`src/rtl/if_fetch.sv`:
```
// if_fetch: PC generation with stall-safe redirect buffering and a decode-side instruction hold buffer.
module if_fetch #(
    parameter logic [31:0] RESET_PC = 32'hBFBF_FFFC
) (
    input  logic        clk,
    input  logic        rst,
    input  logic [5:0]  stall,
    input  logic [32:0] br_bus,
    output logic [32:0] if_to_id_bus,
    output logic        inst_sram_en,
    output logic [3:0]  inst_sram_wen,
    output logic [31:0] inst_sram_addr,
    output logic [31:0] inst_sram_wdata,
    input  logic [31:0] inst_sram_rdata,
    output logic [31:0] id_inst
);
    typedef enum logic {LIVE, HELD} hold_state_t;
    hold_state_t r_state;
    logic [31:0] r_pc, r_pend_addr, r_hold_inst;
    logic        r_ce, r_pend_v;
    logic        w_br_e, w_unused;
    logic [31:0] w_br_addr, w_next_pc;
    assign {w_br_e, w_br_addr} = br_bus;
    assign w_unused = ^stall[5:2];
    // A live redirect beats a buffered one; the buffer only exists to survive fetch stalls.
    assign w_next_pc = w_br_e ? w_br_addr : r_pend_v ? r_pend_addr : r_pc + 32'h4;
    always_ff @(posedge clk) begin
        if (rst) begin
            r_pc        <= RESET_PC;
            r_ce        <= 1'b0;
            r_pend_v    <= 1'b0;
            r_pend_addr <= '0;
            r_state     <= LIVE;
            r_hold_inst <= '0;
        end else begin
            if (!stall[0]) begin
                r_pc     <= w_next_pc;
                r_ce     <= 1'b1;
                r_pend_v <= 1'b0;
            end else if (w_br_e) begin
                r_pend_v    <= 1'b1;
                r_pend_addr <= w_br_addr;
            end
            if (r_state == LIVE && stall[1]) r_hold_inst <= inst_sram_rdata;
            r_state <= stall[1] ? HELD : LIVE;
        end
    end
    assign if_to_id_bus    = {r_ce, r_pc};
    assign inst_sram_en    = r_ce;
    assign inst_sram_addr  = r_pc;
    assign inst_sram_wen   = 4'b0000;
    assign inst_sram_wdata = 32'h0;
    assign id_inst         = (r_state == HELD) ? r_hold_inst : inst_sram_rdata;
endmodule

```
`config.mk`:
```
export PLATFORM = sky130hd
export DESIGN_NAME = if_fetch
export DESIGN_NICKNAME = d
export VERILOG_FILES = /design/src/rtl/if_fetch.sv
export SDC_FILE = /design/constraint.sdc
export NUM_CORES = 1
export LEC_CHECK = 0
export ABC_AREA = 1
export BUFFER_PORTS_ARGS = -buffer_cell sky130_fd_sc_hd__buf_2
export CAP_MARGIN = 30
export CORE_MARGIN = 2
export CORE_UTILIZATION = 45
export DETAILED_ROUTE_END_ITERATION = 7
export MAX_ROUTING_LAYER = met4
export PLACE_DENSITY = 0.77
export SLEW_MARGIN = 40
export SYNTH_ARGS = -nofsm -noshare
export SYNTH_HDL_FRONTEND = slang
export SYNTH_SLANG_ARGS = --single-unit
```
`constraint.sdc`:
```
create_clock -name clk -period 1.33 [get_ports clk]
set_input_delay 0 -clock clk [delete_from_list [all_inputs] [get_ports clk]]
set_output_delay 0 -clock clk [all_outputs]
set_load 0.02 [all_outputs]
```
Word-level counts from Yosys, hierarchy flattened --
Cells that the tools add are included.
Operators by class: bitwise logic cells 2, reductions and logical operators 3, mux-type cells 4, add/sub/neg operators 1
Operators with widths (count):
- 32-bit two-way mux | 3
- 32-bit by 3-bit adder with 32-bit output, second input constant | 1
- 1-bit NOT | 2
- 2-bit AND reduction | 1
- 2-bit OR reduction | 1
- 1-bit logical AND | 1
- 1-bit two-way mux | 1
Word-level totals: output and inout bits 134, logic and storage cells 16, register bits after elaboration 99, input port bits 73

Logic depth before layout (Yosys ltp) --
depth in word-level cells 3, mapped depth 10, depth with buffers taken out 10

Worst setup path after synthesis --
No wires, ideal clock.
kind register to register, start register r_pc[2], in the netlist inst_sram_addr[2], end register r_pc[28], in the netlist inst_sram_addr[28], cell stages (with the launch flop) 11, library setup time 0.124 ns, arrival time 1.529 ns, data required time 1.206 ns, setup slack -0.324 ns, period minus slack after synthesis 1.654 ns, path buffers 0, path through dfxtp_1 -> ha_1 -> nand2_2 -> nor2_1 -> nand2_2 -> nor2_2 -> nand2_1 -> nand2_1 -> nand2_1 -> nand2_1 -> a21oi_1
Between the ends: word-level cells in the longest chain between the ends 3
Ends and longest elaborated chain:
- start: declaration | RTL line 19 | logic [31:0] r_pc, r_pend_addr, r_hold_inst;
- start signal: assignment | RTL line 37 | r_pc <= w_next_pc;
- 32-bit by 3-bit adder with 32-bit output | RTL line 26 | assign w_next_pc = w_br_e ? w_br_addr : r_pend_v ? r_pend_addr : r_pc + 32'h4;
- 32-bit two-way mux (2 in series) | RTL line 26
No other way between the ends. A chain may end at the register's enable or synchronous reset.

Final worst setup path --
start register r_pc[16], in the netlist inst_sram_addr[16], end register r_pc[29], in the netlist inst_sram_addr[29]
The elaborated chain is that of the path after synthesis.

==> flow_summary_export.csv <==
group,metric,value,unit
finish,area_growth,45.0,%
synth,synthDistinctLibCells,30,
grt,track_usage,0.271,
finish,final_cell_mix,"buf_2, nand2_1, nor2_1",
cts,clock_latency,0.35,ns
floorplanning,io_pins,207,
synth,yosys_warnings,0,
placement,pre_cts_slack,-0.0654,ns
status,status,"finished with violations",
timing,rsz0062_at_grt,"yes",
critical_path,crit_fanout,3,
route,vias,6287,
synth,synthCells,811,
cts,clkSinkCount,99,
pwr,p_leak,0.00374,uW
cts,cts_tree,"yes",
route,drt-wirelength-per-cell,15.1,um
placement,dpl.hpwl,11100,um
status,violations,"setup timing",
route,drt_iter0_drc,534,
timing,setup_viol,7,
cts,cts_made_buffers,9,
grt,gr-max-usage-layer,"met2",
synth,syn_area,0.00543,mm^2
placement,io_buffer_count,166,
route,routed_via_density,5.23,
cts,path_clk_slew,0.07,ns
route,drtAntennaViolNets,0,
critical_path,r2r_start,"inst_sram_addr[16]$_SDFFE_PP1N_",
timing,slew_violations,0,
timing,hold_slack,0.00677,ns
floorplanning,die_w,114,um
synth,synth.avg_cell_area,6.69,um^2
timing,fin_crit,1.36,ns
grt,grt_antenna_before_repair,0,
timing,max_freq,737,MHz
pwr,fin_total_pwr,8700,uW
synth,ys_ff_latch,99,
timing,tns,-0.104,ns
finish,antennaDiodeCount,0,
cts,htreeDepth,3,
grt,grt_pass1_vias,5689,
route,totalWireLength,18200,um
critical_path,path_class,"reg2reg",
floorplanning,initial_core_util,0.456,
synth,ys_seq_area_frac,0.365,
critical_path,critical_path.startpoint,"inst_sram_addr[16]$_SDFFE_PP1N_",
critical_path,required,1.62,ns
placement,gpl.final_weighted_congestion,0.944,
grt,grt_max_degree,68,
timing,hold_violations,0,
floorplanning,fp.coreArea,0.0119,mm^2
timing,period_share,1.02,
finish,layout.nets,1124,
floorplanning,die_h,114,um
timing,setup_slack,-0.0276,ns
floorplanning,dieArea,0.0130,mm^2
route,firstDrtPassIters,5,
timing,relSlewSlack,0.597,
min_path,min_from,"br_bus[5]",
grt,grtUsageMet3,0.0356,
critical_path,ff2ff_setup_slack,-0.03,ns
cts,cts-root-buf,"clkbuf_16",
pwr,p_per_area,1110,mW/mm^2
critical_path,worstSetupStartpointType,"flip-flop",
grt,grt_overflow,0,
finish,final_common_cell,"buf_2",
grt,grt_use_met2,0.458,
route,drc,0,
timing,clock_skew,0.00720,ns
job,maxCapViolCount,0,
pwr,ir_drop,0.802,mV
min_path,hold_path_class,"in2reg",
cts,cts_buffer_depth,2,
finish,drive_gt1_frac,0.337,
grt,grt_pass1_wl,27200,um
timing,tightestPinTransition,0.604,ns
floorplanning,rows,40,
critical_path,cp_data_arrival_time,1.64,ns
critical_path,cp-end-kind,"flip-flop",
grt,globalRouteMet1Util,0.324,
[path summary, 6_finish.rpt]
path | endpoint | cells after the start
hold reg to reg | r_hold_inst[3]$_SDFFE_PP0P_ | 2
setup / recovery | inst_sram_addr[29]$_SDFFE_PP1N_ | 8
hold / removal | r_pend_addr[5]$_SDFFE_PP0P_ | 3
setup reg to reg | inst_sram_addr[29]$_SDFFE_PP1N_ | 8
[worst max-delay path, stage by stage, from the launching register on]
cell     delay [ns]
dfxtp_2        0.35
nand2_1        0.10
nor2_2         0.18
nand2_1        0.12
nor2_1         0.17
nand3_1        0.14
nand2_1        0.09
nand2_1        0.05
a21oi_1        0.10
[metrics by stage]
step,utilization,instance area (um^2),std cells
finish,0.661,7870,1202
global route,0.661,7870,1202
CTS,0.631,7510,1199
detailed placement,0.543,6470,1116
global placement,0.543,6470,1116
floorplan,-,5600,846
[area by class of cell]
cell class                 instances  area [um^2]
clock buffer                      15          288
clock inverter                     1         5.00
fill                             961         4040
inverter                          77          299
multi-input combinational        563         2910
sequential                        99         2030
tap                              147          184
timing repair buffer             300         2150
[synth_stat cells (all sizes together)]
library cell    n  share of area
xnor2           1         0.0016
o221ai          1         0.0016
clkinv          2         0.0014
nand2         158           0.11
o211ai          2         0.0028
ha              1         0.0023
o21ai         106          0.098
a211oi          4         0.0055
clkbuf         28          0.020
a22oi           4         0.0055
nor2          126          0.093
conb            1        0.00069
nand3b          1         0.0014
xor2            3         0.0048
o21bai          1         0.0014
buf            79           0.10
dfxtp          99           0.37
a221oi         26          0.042
a21oi          72          0.066
o22ai           2         0.0023
nor3            2         0.0018
nand3          17          0.016
inv            75          0.052
[routing by layer]
layer / share of wire / vias to the layer above
met4: 0.032 / 0
met3: 0.080 / 46
li1: - / 3033
met2: 0.49 / 348
met1: 0.40 / 2860
met5: 0 / -
[sequential cells by signal, summed over array words and instances (netlist names)]
signal / cells
r_pend_v: 1
r_hold_inst: 32
r_pend_addr: 32
inst_sram_addr: 32
inst_sram_en: 1
r_state: 1
[repair_timing]
item,CTS,global route
buffers inserted,1,3
gates resized for setup,36,145
setup endpoints to repair,46,68
pin swaps,5,22
endpoints found under the hold margin,72,0
hold buffers,65,0
gates cloned,1,0
[kinds of logic after synthesis]
logic type      after synthesis  synth area share
flops                        99             0.365
xor+xnor                      4           0.00645
simple gates                304             0.223
compound gates              218             0.225
other cells                   1          0.000691
buf+inv                     184             0.178
fa+ha+maj                     1           0.00230
[where the power goes]
part	internal (uW)	switching (uW)	leakage, uW
combinational	1080	1680	0.00278
clock	1470	1120	0.000146
sequential	3200	157	0.000817
(Power assumes the default switching activity.)
